`src/rtl/gte_pkg.sv`:
```
// Shared types and constants for the GTE command sequencer: opcode set,
// per-opcode cycle counts, FSM state type and default step width.
package gte_pkg;

    localparam int STEP_W = 6;
    localparam int CMD_W  = 25;
    localparam int OPC_W  = 6;
    localparam int CYC_W  = 8;

    typedef enum logic [1:0] {
        ST_IDLE = 2'd0,
        ST_RUN  = 2'd1,
        ST_DONE = 2'd2
    } gte_state_e;

    typedef enum logic [OPC_W-1:0] {
        OP_RTPS  = 6'h01,
        OP_NCLIP = 6'h06,
        OP_OP    = 6'h0C,
        OP_DPCS  = 6'h10,
        OP_INTPL = 6'h11,
        OP_MVMVA = 6'h12,
        OP_NCDS  = 6'h13,
        OP_CDP   = 6'h14,
        OP_NCDT  = 6'h16,
        OP_NCCS  = 6'h1B,
        OP_CC    = 6'h1C,
        OP_NCS   = 6'h1E,
        OP_NCT   = 6'h20,
        OP_SQR   = 6'h28,
        OP_DCPL  = 6'h29,
        OP_DPCT  = 6'h2A,
        OP_AVSZ3 = 6'h2D,
        OP_AVSZ4 = 6'h2E,
        OP_RTPT  = 6'h30,
        OP_GPF   = 6'h3D,
        OP_GPL   = 6'h3E,
        OP_NCCT  = 6'h3F
    } gte_opcode_e;

    // Execution length in cycles; zero marks an opcode the GTE does not implement.
    function automatic logic [CYC_W-1:0] gte_cycles(input logic [OPC_W-1:0] opc);
        logic [CYC_W-1:0] n;
        n = '0;
        case (opc)
            OP_RTPS:  n = 8'd15;
            OP_NCLIP: n = 8'd8;
            OP_OP:    n = 8'd6;
            OP_DPCS:  n = 8'd8;
            OP_INTPL: n = 8'd8;
            OP_MVMVA: n = 8'd8;
            OP_NCDS:  n = 8'd19;
            OP_CDP:   n = 8'd13;
            OP_NCDT:  n = 8'd44;
            OP_NCCS:  n = 8'd17;
            OP_CC:    n = 8'd11;
            OP_NCS:   n = 8'd14;
            OP_NCT:   n = 8'd30;
            OP_SQR:   n = 8'd5;
            OP_DCPL:  n = 8'd8;
            OP_DPCT:  n = 8'd17;
            OP_AVSZ3: n = 8'd5;
            OP_AVSZ4: n = 8'd6;
            OP_RTPT:  n = 8'd23;
            OP_GPF:   n = 8'd5;
            OP_GPL:   n = 8'd5;
            OP_NCCT:  n = 8'd39;
            default:  n = 8'd0;
        endcase
        return n;
    endfunction

endpackage

```
`src/rtl/gte_cmd_seq_up_counter.sv`:
```
// Micro-step counter for the GTE sequencer; clear has priority over count.
module up_counter #(
    parameter int W = 6
) (
    input  logic         clk,
    input  logic         rst,
    input  logic         i_en,
    input  logic         i_clr,
    output logic [W-1:0] o_count
);

    logic [W-1:0] r_count;

    always_ff @(posedge clk or posedge rst) begin
        if (rst) begin
            r_count <= '0;
        end else if (i_clr) begin
            r_count <= '0;
        end else if (i_en) begin
            r_count <= r_count + W'(1);
        end
    end

    assign o_count = r_count;

endmodule

```
`src/rtl/gte_cmd_seq.sv`:
```
// GTE COP2 command sequencer: accepts a command, runs it for its table-defined
// number of cycles while driving the micro-step index, then pulses done.
// Handshake: a command transfers on a rising clk edge where cmd_valid && cmd_ready;
// upstream keeps cmd_valid and cmd stable until that edge.
module gte_cmd_seq #(
    parameter int STEP_W = gte_pkg::STEP_W
) (
    input  logic                 clk,
    input  logic                 rst,
    input  logic                 cmd_valid,
    input  logic [24:0]          cmd,
    output logic                 cmd_ready,
    input  logic                 abort,
    input  logic                 cpu_gte_access,
    output logic                 busy,
    output logic                 stall,
    output logic [STEP_W-1:0]    step,
    output logic [24:0]          op,
    output logic                 done,
    output logic                 illegal,
    output gte_pkg::gte_state_e  dbg_state
);

    import gte_pkg::*;

    gte_state_e          r_state;
    gte_state_e          w_state_nxt;
    logic [CMD_W-1:0]    r_op;
    logic [STEP_W-1:0]   r_ncyc;
    logic                r_illegal;

    logic [CYC_W-1:0]    w_cycles;
    logic                w_legal;
    logic                w_accept;
    logic                w_run;
    logic                w_last;
    logic                w_cnt_clr;
    logic [STEP_W-1:0]   w_step;

    assign w_cycles = gte_cycles(cmd[OPC_W-1:0]);
    assign w_legal  = (w_cycles != '0);
    assign w_accept = cmd_valid && cmd_ready;
    assign w_run    = (r_state == ST_RUN);
    assign w_last   = (w_step == (r_ncyc - STEP_W'(1)));

    always_ff @(posedge clk or posedge rst) begin
        if (rst) begin
            r_state <= ST_IDLE;
        end else begin
            r_state <= w_state_nxt;
        end
    end

    always_comb begin
        w_state_nxt = r_state;
        if (abort) begin
            w_state_nxt = ST_IDLE;
        end else begin
            case (r_state)
                ST_IDLE: if (w_accept && w_legal) w_state_nxt = ST_RUN;
                ST_RUN:  if (w_last) w_state_nxt = ST_DONE;
                ST_DONE: w_state_nxt = ST_IDLE;
                default: w_state_nxt = ST_IDLE;
            endcase
        end
    end

    always_comb begin
        cmd_ready = 1'b0;
        busy      = 1'b0;
        done      = 1'b0;
        case (r_state)
            ST_IDLE: cmd_ready = !abort;
            ST_RUN: begin
                busy = 1'b1;
                done = w_last && !abort;
            end
            default: ;
        endcase
    end

    // Unknown opcodes still land in op so software can see what was rejected.
    always_ff @(posedge clk or posedge rst) begin
        if (rst) begin
            r_op   <= '0;
            r_ncyc <= '0;
        end else if (w_accept) begin
            r_op   <= cmd;
            r_ncyc <= STEP_W'(w_cycles);
        end
    end

    always_ff @(posedge clk or posedge rst) begin
        if (rst) begin
            r_illegal <= 1'b0;
        end else begin
            r_illegal <= w_accept && !w_legal;
        end
    end

    assign w_cnt_clr = abort || (w_run && w_last) || w_accept;

    up_counter #(
        .W (STEP_W)
    ) u_step_cnt (
        .clk     (clk),
        .rst     (rst),
        .i_en    (w_run),
        .i_clr   (w_cnt_clr),
        .o_count (w_step)
    );

    assign stall     = busy && cpu_gte_access;
    assign step      = w_step;
    assign op        = r_op;
    assign illegal   = r_illegal;
    assign dbg_state = r_state;

endmodule

```
`config.mk`:
```
export PLATFORM = sky130hd
export DESIGN_NAME = gte_cmd_seq
export DESIGN_NICKNAME = d
export VERILOG_FILES = /design/src/rtl/gte_pkg.sv /design/src/rtl/gte_cmd_seq_up_counter.sv /design/src/rtl/gte_cmd_seq.sv
export SDC_FILE = /design/constraint.sdc
export NUM_CORES = 1
export LEC_CHECK = 0
export BUFFER_PORTS_ARGS = -buffer_cell sky130_fd_sc_hd__clkbuf_2
export CAP_MARGIN = 25
export CORE_UTILIZATION = 37
export CTS_BUF_LIST = sky130_fd_sc_hd__clkbuf_2 sky130_fd_sc_hd__clkbuf_4 sky130_fd_sc_hd__clkbuf_8
export DETAILED_ROUTE_END_ITERATION = 8
export SETUP_SLACK_MARGIN = 0.5
export SLEW_MARGIN = 40
export SYNTH_ARGS = -nofsm -noshare
export SYNTH_HDL_FRONTEND = slang
export SYNTH_HIERARCHICAL = 1
export SYNTH_SLANG_ARGS = --single-unit
```
`constraint.sdc`:
```
create_clock -name clk -period 1.64 [get_ports clk]
set_input_delay 0.082 -clock clk [delete_from_list [all_inputs] [get_ports clk]]
set_output_delay 0.082 -clock clk [all_outputs]
set_load 0.02 [all_outputs]
```
==> results of run 1 <==
## layer usage
layer	wire (µm)	GRT usage, %	vias to the layer above	part of all wire, %
met3	244	3.72	12	3.8
met5	0	0	-	0
met2	3310	37.1	67	52
met4	112	6.67	0	1.8
met1	2720	26.2	1058	43
li1	-	-	1081	-
## worst max-delay path by stage
stage / start / endpoint / slack, ns / cells past startpoint
CTS: r_ncyc[1]$_DFFE_PP0P_ / done / -0.31 / 7
finish: r_ncyc[0]$_DFFE_PP0P_ / done / -0.26 / 7
floorplan: r_ncyc[0]$_DFFE_PP0P_ / u_step_cnt/o_count[3]$_DFFE_PP0P_ / 0.03 / 7
detailed placement: r_ncyc[0]$_DFFE_PP0P_ / u_step_cnt/o_count[5]$_DFFE_PP0P_ / -0.10 / 8
global placement: r_ncyc[0]$_DFFE_PP0P_ / u_step_cnt/o_count[3]$_DFFE_PP0P_ / -0.03 / 8
global route: r_ncyc[4]$_DFFE_PP0P_ / done / -0.41 / 7
## through the flow
step / std cells / setup TNS [ns] / total power [µW] / setup WS (ns)
floorplan: 245 / 0 / 2260 / 0.0280
finish: 451 / -1.27 / 4250 / -0.259
global placement: 397 / -0.202 / 2700 / -0.0311
detailed placement: 397 / -0.598 / 2720 / -0.100
global route: 451 / -2.47 / 4510 / -0.406
CTS: 441 / -1.28 / 3970 / -0.305
## flip-flops by register name (all words and copies together) (netlist names)
signal	cells
dbg_state	2
illegal	1
r_ncyc	6
u_step_cnt/o_count	6
op	25
## cells in the mapped netlist, types with 3 or more instances
| cell | instances |
|---|---|
| dfrtp_1 | 40 |
| nor3_1 | 6 |
| xnor2_1 | 6 |
| o21ai_1 | 6 |
| buf_2 | 8 |
| inv_1 | 7 |
| nand2b_1 | 3 |
| o21ai_0 | 4 |
| nor2_1 | 11 |
| xor2_1 | 6 |
| clkbuf_1 | 3 |
| nand4_1 | 4 |
| ha_1 | 7 |
| a21oi_1 | 8 |
| nand2_1 | 86 |
| nand3_1 | 3 |
## final cells by class
type	count	share of cell area [%]
Multi-Input combinational cell	185	37.3
Clock buffer	6	1.94
Inverter	7	0.860
Tap cell	72	2.29
Timing Repair Buffer	139	31.0
Clock inverter	2	0.892
Sequential cell	40	25.7
## cells by family (layout without fill, tap and decap cells)
family	after synthesis	count (layout)	share of synthesized area, %
flip-flops	40	40	46.1
adder cells (fa/ha/maj)	7	7	4.03
multiplexers	4	4	1.96
XOR/XNOR	12	12	4.84
buffers and inverters	20	154	4.26
AO/OA/AOI/OAI	33	33	10.6
AND/OR/NAND/NOR	129	129	28.2
## worst max-delay path: cells and delay by family (launching register included)
family,cells,cell delay [ns]
adder cells (fa/ha/maj),1,0.27
flip-flops,1,0.43
XOR/XNOR,1,0.13
buffers and inverters,2,0.18
AND/OR/NAND/NOR,2,0.33
AO/OA/AOI/OAI,1,0.18
## power groups by stage
stage | Sequential (µW) | Clock, µW | Combinational, µW
2_1_floorplan | 1650 | 0 | 617
3_3_place_gp | 1400 | 0 | 1300
3_5_place_dp | 1400 | 0 | 1320
4_1_cts | 1420 | 818 | 1730
5_1_grt | 1520 | 872 | 2120
6_report | 1490 | 802 | 1960
## repair_timing
item | in CTS | in global routing
pin swaps | 63 | 27
hold endpoints to repair | 59 | 0
endpoints found under the setup margin | 41 | 45
gates resized for setup | 82 | 58
hold buffers | 20 | 0
buffers inserted | 11 | 9
gates cloned | 5 | 1
==> flow_metrics.py, run 1 <==
metrics = {
    "power_and_ir_drop": {
        "swShare_pct": 37.4,
        "clock_power_share_pct": 18.9,
        "power_frac_seq_pct": 35.0,
        "combPwrFrac_pct": 46.1,
        "cellPowerDensity_nw_per_um2": 1080,
        "peakVddDrop_mv": 0.687,
        "switchingPower_uw": 1590,
        "p_leak_uw": 0.00190,
        "p_int_uw": 2660,
    },
    "detailed_routing": {
        "drt-initial-drc-count": 64,
        "viasPerCell": 4.92,
        "ant_nets": 0,
        "wl_per_cell_um": 14.2,
        "wl_um": 6390,
        "drc": 0,
        "vias": 2218,
        "firstDrtPassIters": 4,
    },
    "grt": {
        "grt_usage_pct": 21.2,
        "grt_pass1_vias": 2162,
        "grt_pass1_wl_um": 10100,
        "antenna_found_initial": 0,
        "overflow": 0,
        "grt_max_degree": 35,
    },
    "job": {
        "maxCapViolCount": 0,
    },
    "min_path": {
        "whs_endpoint": "op[4]$_DFFE_PP0P_",
        "worstHoldPathType": "input pin to flop",
        "hold_start": "cmd[4]",
        "hold_depth": 3,
    },
    "synthesis": {
        "yosysSeqAreaShare_pct": 46.1,
        "async_flop_share_pct": 100,
        "syn_inst": 245,
        "synth_cell_type_count": 47,
        "synth_top_flop_cell": "dfrtp_1",
        "netlist_area_um2": 2170,
        "yosys_register_bits": 40,
        "synth_edf_count": 0,
        "yosysTopAreaCell": "dfrtp_1",
        "synth.top_cells.by_area": "dfrtp_1, nand2_1, ha_1, xnor2_1, xor2_1",
        "syn-num-nets": 282,
        "yosysTopAreaCellShare_pct": 46.1,
        "synth_warnings": 6,
        "postSynthAreaPerCell_um2": 8.87,
    },
    "sta": {
        "finalSetupViolCount": 7,
        "drv_slew": 0,
        "clock.fmax_mhz": 527,
        "finClkSkew_ns": 0.00372,
        "slew_headroom_pct": 71.7,
        "period_needed_ns": 1.90,
        "setup_slack_ns": -0.259,
        "period_share_pct": 116,
        "max_slew.worst_pin.slew_ns": 0.424,
        "hold_violations": 0,
        "rsz0062_at_grt": "yes",
        "hold_ws_ns": 0.130,
    },
    "placed_design": {
        "hpwl_um": 3740,
        "placed_cell_area_um2": 2810,
        "gp_congestion": 0.761,
        "portBuffers": 67,
    },
    "critical_path": {
        "cp-end-kind": "output pin",
        "path_class": "flop to output pin",
        "cp.arrival_ns": 1.82,
        "rrSetupSlack_ns": -0.20,
        "rr_startpoint": "r_ncyc[4]$_DFFE_PP0P_",
        "cp_max_fo": 4,
        "cp.required_ns": 1.56,
        "cp-start-kind": "flop",
        "crit_slowest_cell": "dfrtp_1",
        "r2r-end": "u_step_cnt/o_count[5]$_DFFE_PP0P_",
        "worstRegToRegCells": 8,
        "slowest_delay_ns": 0.43,
        "worstPathCellList": "inv_2 -> ha_4 -> xor2_1 -> nand4_1 -> a211oi_2 -> and3b_2 -> buf_8",
    },
    "floorplanning": {
        "initial_utilization_pct": 39.0,
        "dieArea_um2": 6180,
        "dieWidth_um": 78.6,
        "std_cell_rows": 27,
        "die_h_um": 78.6,
        "io_pins": 68,
        "design.core.area_um2": 5570,
    },
    "final_layout": {
        "layout-drive-gt1-share_pct": 58.6,
        "nFillCells": 404,
        "regArea_um2": 1010,
        "final_common_cell": "clkbuf_2",
        "area_growth_pct": 80.8,
        "final_util_pct": 70.4,
        "multi_input_area_um2": 1470,
        "layout.nets": 415,
        "diodes": 0,
        "stdcell_area_um2": 3930,
        "layout_common_cells": "clkbuf_2, nand2_1, nand2_2, dfrtp_1, buf_4",
    },
    "clocking": {
        "cts.sinks": 40,
        "cts_tree": "built",
        "clk_path_buf_depth": 2,
        "clk_latency_ns": 0.29,
        "clkTransAtPathRegs_ns": 0.07,
        "root_buffer": "clkbuf_8",
        "cts_max_level": 2,
        "cts_buffers": 5,
    },
    "status": {
        "violations": "setup timing",
        "status": "finished with violations",
    },
}
No activity file was read; power rests on OpenSTA's default activity.
==> inputs of run 2 (changes only) <==
ABC_AREA = 1   (was unset)
TNS_END_PERCENT = 100   (was unset)
==> run 2 against run 1 <==
Against the previous run: the flow finishes with violations (DRC, setup timing); total power decreased by 11%; highest routed layer unchanged; sequential power decreased by 9%; non-clock buffer count decreased by 7; area after synthesis increased by 4.4%; worst setup slack got worse by 0.070 ns; register-to-register slack got worse by 0.05 ns; wire length increased by 5.2%; largest cell class unchanged; sequential share of layout area decreased by 0.35 points; critical path type unchanged.
==> flow_metrics.py, run 2 <==
metrics = {
    "status": {
        "status": "finished with violations",
        "violations": "DRC, setup timing",
    },
    "detailed_routing": {
        "viasPerCell": 4.68,
        "drt-initial-drc-count": 64,
        "wl_per_cell_um": 13.3,
        "vias": 2370,
        "firstDrtPassIters": 8,
        "wl_um": 6720,
        "ant_nets": 0,
        "drc": 1,
    },
    "grt": {
        "grt_usage_pct": 22.0,
        "grt_pass1_vias": 2271,
        "overflow": 0,
        "antenna_found_initial": 0,
        "grt_max_degree": 31,
        "grt_pass1_wl_um": 10500,
    },
    "power_and_ir_drop": {
        "swShare_pct": 37.9,
        "power_frac_seq_pct": 35.8,
        "cellPowerDensity_nw_per_um2": 952,
        "p_leak_uw": 0.00209,
        "combPwrFrac_pct": 47.0,
        "peakVddDrop_mv": 0.724,
        "p_int_uw": 2340,
        "clock_power_share_pct": 17.2,
        "switchingPower_uw": 1430,
    },
    "synthesis": {
        "async_flop_share_pct": 100,
        "syn_inst": 301,
        "syn-num-nets": 338,
        "synth.top_cells.by_area": "dfrtp_1, nand2_1, nor2_1, ha_1, inv_1",
        "synth_top_flop_cell": "dfrtp_1",
        "synth_warnings": 6,
        "synth_edf_count": 0,
        "synth_cell_type_count": 33,
        "yosysTopAreaCellShare_pct": 44.1,
        "synth.most_common_cell": "nand2_1",
        "yosysTopAreaCell": "dfrtp_1",
        "netlist_area_um2": 2270,
        "synthTopCellsByCount": "nand2_1, dfrtp_1, nor2_1",
        "yosysSeqAreaShare_pct": 44.1,
        "yosys_register_bits": 40,
        "postSynthAreaPerCell_um2": 7.54,
    },
    "clocking": {
        "cts_buffers": 5,
        "clk_latency_ns": 0.30,
        "clkTransAtPathRegs_ns": 0.08,
        "cts_tree": "built",
        "root_buffer": "clkbuf_8",
        "cts_max_level": 2,
        "cts.sinks": 40,
        "clk_path_buf_depth": 2,
    },
    "final_layout": {
        "stdcell_area_um2": 3960,
        "layout-drive-gt1-share_pct": 49.0,
        "final_util_pct": 66.9,
        "layout_common_cells": "nand2_1, clkbuf_2, dfrtp_1, nand2_2, nor2_1",
        "final_common_cell": "nand2_1",
        "area_growth_pct": 74.6,
        "largest_register_ffs": 25,
        "final_cells": 506,
        "diodes": 0,
        "layout.nets": 467,
    },
    "critical_path": {
        "path_class": "flop to output pin",
        "cp_max_fo": 3,
        "path_buf_inv": 3,
        "cpMostUsedCell": "buf_4",
        "cp-start-kind": "flop",
        "cp.arrival_ns": 1.89,
        "cp.required_ns": 1.56,
        "crit_slowest_cell": "dfrtp_1",
        "slowest_delay_ns": 0.39,
        "worstPathCellList": "inv_2 -> ha_4 -> xor2_1 -> o211ai_1 -> nor2_4 -> nand4_1 -> buf_4 -> nor2_1 -> buf_4",
        "critical-path-top-delay-family": "buffers and inverters",
        "cp-end-kind": "output pin",
    },
    "floorplanning": {
        "dieWidth_um": 80.3,
        "dieArea_um2": 6450,
        "std_cell_rows": 28,
        "die_h_um": 80.3,
        "io_pins": 68,
        "initial_utilization_pct": 38.3,
        "design.core.area_um2": 5920,
    },
    "placed_design": {
        "portBuffers": 67,
        "placed_cell_area_um2": 2800,
        "gp_congestion": 0.828,
        "hpwl_um": 3900,
        "place_inst": 450,
        "dp_slack_ns": -0.166,
    },
    "sta": {
        "finalSetupViolCount": 6,
        "slew_headroom_pct": 73.6,
        "setup_slack_ns": -0.329,
        "finClkSkew_ns": 0.00680,
        "period_needed_ns": 1.97,
        "clock.fmax_mhz": 508,
        "hold_violations": 0,
        "rsz0062_at_grt": "yes",
        "period_share_pct": 120,
        "drv_slew": 0,
        "tns_ns": -1.45,
        "max_slew.worst_pin.slew_ns": 0.396,
    },
    "job": {
        "maxCapViolCount": 0,
    },
    "min_path": {
        "worstHoldPathType": "input pin to flop",
    },
}
## run 2: logic make-up after synthesis
logic type      count (synthesis)  synth area share (%)
compound gates                 23                  5.46
xor+xnor                        8                  3.70
simple gates                  184                  34.3
buf+inv                        39                  8.60
fa+ha+maj                       7                  3.86
flops                          40                  44.1
## run 2: layer usage
| metal | GRT usage [%] | routed length (µm) | vias to the layer above |
|---|---|---|---|
| met4 | 9.29 | 95 | 0 |
| met3 | 3.86 | 239 | 8 |
| li1 | - | - | 1204 |
| met5 | 0 | 0 | - |
| met1 | 28.3 | 2930 | 1103 |
| met2 | 36.2 | 3450 | 55 |
## run 2: layout make-up
class	count	area (µm²)
inverter	29	124
clock buffer	5	68.8
tap	75	93.8
sequential	40	1000
multi-input combinational	222	1410
clock inverter	3	18.8
fill	458	1960
timing repair buffer	132	1240
## run 2: through the flow
| stage | hold WS [ns] | total power (µW) |
|---|---|---|
| final | 0.0373 | 3770 |
| after global routing | 0.0379 | 4000 |
| after CTS | 0.0328 | 3590 |
| after detailed placement | -0.0230 | 2450 |
| after global placement | -0.0208 | 2430 |
| after floorplan | -0.127 | 2070 |
## run 2: worst register-to-register path, stage by stage (launching register included)
cell      delay, ns
dfrtp_1        0.39
inv_2          0.09
ha_4           0.20
xor2_1         0.14
o211ai_1       0.15
nor2_4         0.12
nand4_1        0.12
buf_4          0.17
nand2_4        0.09
inv_4          0.05
nand2_4        0.07
nand2_2        0.04
o21ai_1        0.11
nor2_1         0.05
## run 2: worst paths after layout
kind | end | from | slack (ns) | cells after the start
worst max-delay path | done | r_ncyc[0]$_DFFE_PP0P_ | -0.33 | 9
worst min register to register | op[14]$_DFFE_PP0P_ | op[14]$_DFFE_PP0P_ | 0.49 | 2
worst max register to register | u_step_cnt/o_count[2]$_DFFE_PP0P_ | r_ncyc[0]$_DFFE_PP0P_ | -0.25 | 13
min in group asynchronous | op[10]$_DFFE_PP0P_ | rst | 0.22 | 3
max in group asynchronous | dbg_state[0]$_DFFE_PP0P_ | rst | 0.78 | 4
worst min-delay path | dbg_state[1]$_DFFE_PP0P_ | abort | 0.04 | 2
## run 2: power groups by stage
stage | clock network (µW) | registers [µW] | logic [µW]
floorplan | 0 | 1510 | 568
global placement | 0 | 1300 | 1130
detailed placement | 0 | 1300 | 1150
CTS | 677 | 1320 | 1600
global route | 717 | 1370 | 1910
finish | 649 | 1350 | 1770
## run 2: timing repair
| item | in CTS | in global routing |
|---|---|---|
| gates resized for setup | 81 | 51 |
| pin swaps | 21 | 18 |
| cloned | 10 | 0 |
| buffers inserted | 13 | 5 |
| endpoints found under the setup margin | 44 | 45 |
| hold endpoints to repair | 29 | 0 |
| hold buffers | 20 | 0 |
==> inputs of run 3 (changes only) <==
ABC_AREA = unset   (was 1)
GPL_TIMING_DRIVEN = 0   (was unset)
==> run 3 against run 2 <==
Against the previous run: die area down 4.1%; highest routed layer unchanged; critical path depth decreased by 2; critical endpoint unchanged; clock-buffer cell count unchanged; the run ends with setup timing left.
==> flow_metrics.py, run 3 (synthesis results as in run 1) <==
metrics = {
    "sta": {
        "finClkSkew_ns": 0.00963,
        "clock.fmax_mhz": 513,
        "drv_slew": 0,
        "finalSetupViolCount": 8,
        "slew_headroom_pct": 53.4,
        "period_needed_ns": 1.95,
        "hold_ws_ns": 0.0120,
        "setup_slack_ns": -0.308,
        "max_slew.worst_pin.slew_ns": 0.699,
        "period_share_pct": 119,
        "hold_violations": 0,
        "tns_ns": -1.37,
        "rsz0062_at_grt": "yes",
    },
    "min_path": {
        "worstHoldPathType": "input pin to flop",
        "hold_start": "cmd[19]",
        "whs_endpoint": "op[19]$_DFFE_PP0P_",
        "hold_depth": 3,
    },
    "critical_path": {
        "worstRegToRegCells": 8,
        "cp.required_ns": 1.56,
        "cp_max_fo": 4,
        "cp.arrival_ns": 1.87,
        "path_class": "flop to output pin",
        "cp-end-kind": "output pin",
        "rrSetupSlack_ns": -0.19,
        "cp-start-kind": "flop",
        "rr_startpoint": "r_ncyc[4]$_DFFE_PP0P_",
        "r2r-end": "u_step_cnt/o_count[5]$_DFFE_PP0P_",
    },
    "power_and_ir_drop": {
        "cellPowerDensity_nw_per_um2": 1050,
        "peakVddDrop_mv": 0.552,
        "p_leak_uw": 0.00189,
        "p_total_uw": 4090,
    },
    "placed_design": {
        "gp_congestion": 0.865,
        "placed_cell_area_um2": 2720,
        "hpwl_um": 3620,
        "place_inst": 382,
        "portBuffers": 65,
    },
    "floorplanning": {
        "dieWidth_um": 78.6,
        "dieArea_um2": 6180,
        "design.core.area_um2": 5570,
        "initial_utilization_pct": 39.0,
        "std_cell_rows": 27,
        "die_h_um": 78.6,
        "io_pins": 68,
    },
    "detailed_routing": {
        "firstDrtPassIters": 6,
        "drc": 0,
        "ant_nets": 0,
        "drt-initial-drc-count": 94,
        "wl_um": 6530,
        "wl_per_cell_um": 14.9,
        "viasPerCell": 4.95,
        "vias": 2175,
    },
    "final_layout": {
        "layout_common_cells": "clkbuf_2, nand2_2, dfrtp_1, nand2_1, nand2_4",
        "final_cells": 439,
        "largest_register_ffs": 25,
        "final_common_cell": "clkbuf_2",
        "diodes": 0,
        "nFillCells": 412,
        "area_growth_pct": 80.4,
        "layout-drive-gt1-share_pct": 61.9,
        "layout.nets": 404,
        "stdcell_area_um2": 3920,
    },
    "grt": {
        "grt_usage_pct": 20.2,
        "grt_pass1_vias": 1979,
        "grt_pass1_wl_um": 9660,
        "grt_max_degree": 35,
        "overflow": 0,
        "antenna_found_initial": 0,
    },
    "clocking": {
        "clk_path_buf_depth": 2,
        "cts_tree": "built",
        "clkTransAtPathRegs_ns": 0.08,
        "cts_max_level": 2,
        "root_buffer": "clkbuf_8",
        "cts.sinks": 40,
        "cts_buffers": 5,
        "clk_latency_ns": 0.29,
    },
    "job": {
        "maxCapViolCount": 0,
    },
    "status": {
        "violations": "setup timing",
        "status": "finished with violations",
    },
}
run 3: cell count changes in the layout (fill, tap and decap cells not counted), sizes merged, moves of 5 or more:
cell    delta
inv       -23
a21oi      +5
nor2      -19
buf       -10
o21ai      -7
nor3       +6
nand2     -40
nand3     -15
clkbuf     +6
run 3: power breakdown:
group	total (µW)	switching [µW]	internal, µW
Clock	626	338	288
Combinational	1990	1030	958
Sequential	1480	252	1230
Total	4090	1620	2470
run 3: what timing repair did:
action / 4_1_cts / 5_1_grt
endpoints found under the hold margin: 58 / 0
pin swaps: 49 / 44
hold buffers: 19 / 0
setup buffers: 20 / 4
setup endpoints to repair: 43 / 45
cloned: 2 / 5
resized for setup: 92 / 65
run 3: area by class of cell:
| class | instances | area (µm²) | area share, % |
|---|---|---|---|
| Multi-Input combinational cell | 186 | 1590 | 40.6 |
| Sequential cell | 40 | 1010 | 25.7 |
| Timing Repair Buffer | 114 | 948 | 24.2 |
| Buffer | 13 | 166 | 4.25 |
| Tap cell | 72 | 90.1 | 2.30 |
| Clock buffer | 5 | 68.8 | 1.76 |
| Inverter | 7 | 33.8 | 0.862 |
| Clock inverter | 2 | 12.5 | 0.319 |
run 3: worst max-delay path, stage by stage (launching register included):
cell and delay, ns:
dfrtp_2 0.44, nor3_1 0.22, nand2_1 0.10, xnor2_1 0.14
nand4_1 0.13, a211oi_2 0.20, and3b_2 0.23, buf_8 0.11
run 3: metal layers:
| metal | track usage [%] | wire (µm) | up-vias |
|---|---|---|---|
| li1 | - | - | 1058 |
| met1 | 26.3 | 2760 | 1056 |
| met2 | 34.3 | 3460 | 57 |
| met3 | 3.84 | 259 | 4 |
| met4 | 5.00 | 53 | 0 |
| met5 | 0 | 0 | - |
run 3: stage by stage:
step / setup slack, ns / util, %
global route: -0.427 / 70.3
finish: -0.308 / 70.3
detailed placement: -0.278 / 48.7
CTS: -0.323 / 63.2
global placement: -0.282 / 48.7
floorplan: 0.0280 / -
run 3: worst max-delay path by stage:
stage	startpoint	end	slack, ns	depth (start not counted)
global route	r_ncyc[2]$_DFFE_PP0P_	done	-0.43	7
CTS	r_ncyc[0]$_DFFE_PP0P_	done	-0.32	7
floorplan	r_ncyc[0]$_DFFE_PP0P_	u_step_cnt/o_count[3]$_DFFE_PP0P_	0.03	7
detailed placement	cmd[0]	dbg_state[0]$_DFFE_PP0P_	-0.28	9
finish	r_ncyc[0]$_DFFE_PP0P_	done	-0.31	7
global placement	cmd[0]	dbg_state[0]$_DFFE_PP0P_	-0.28	9
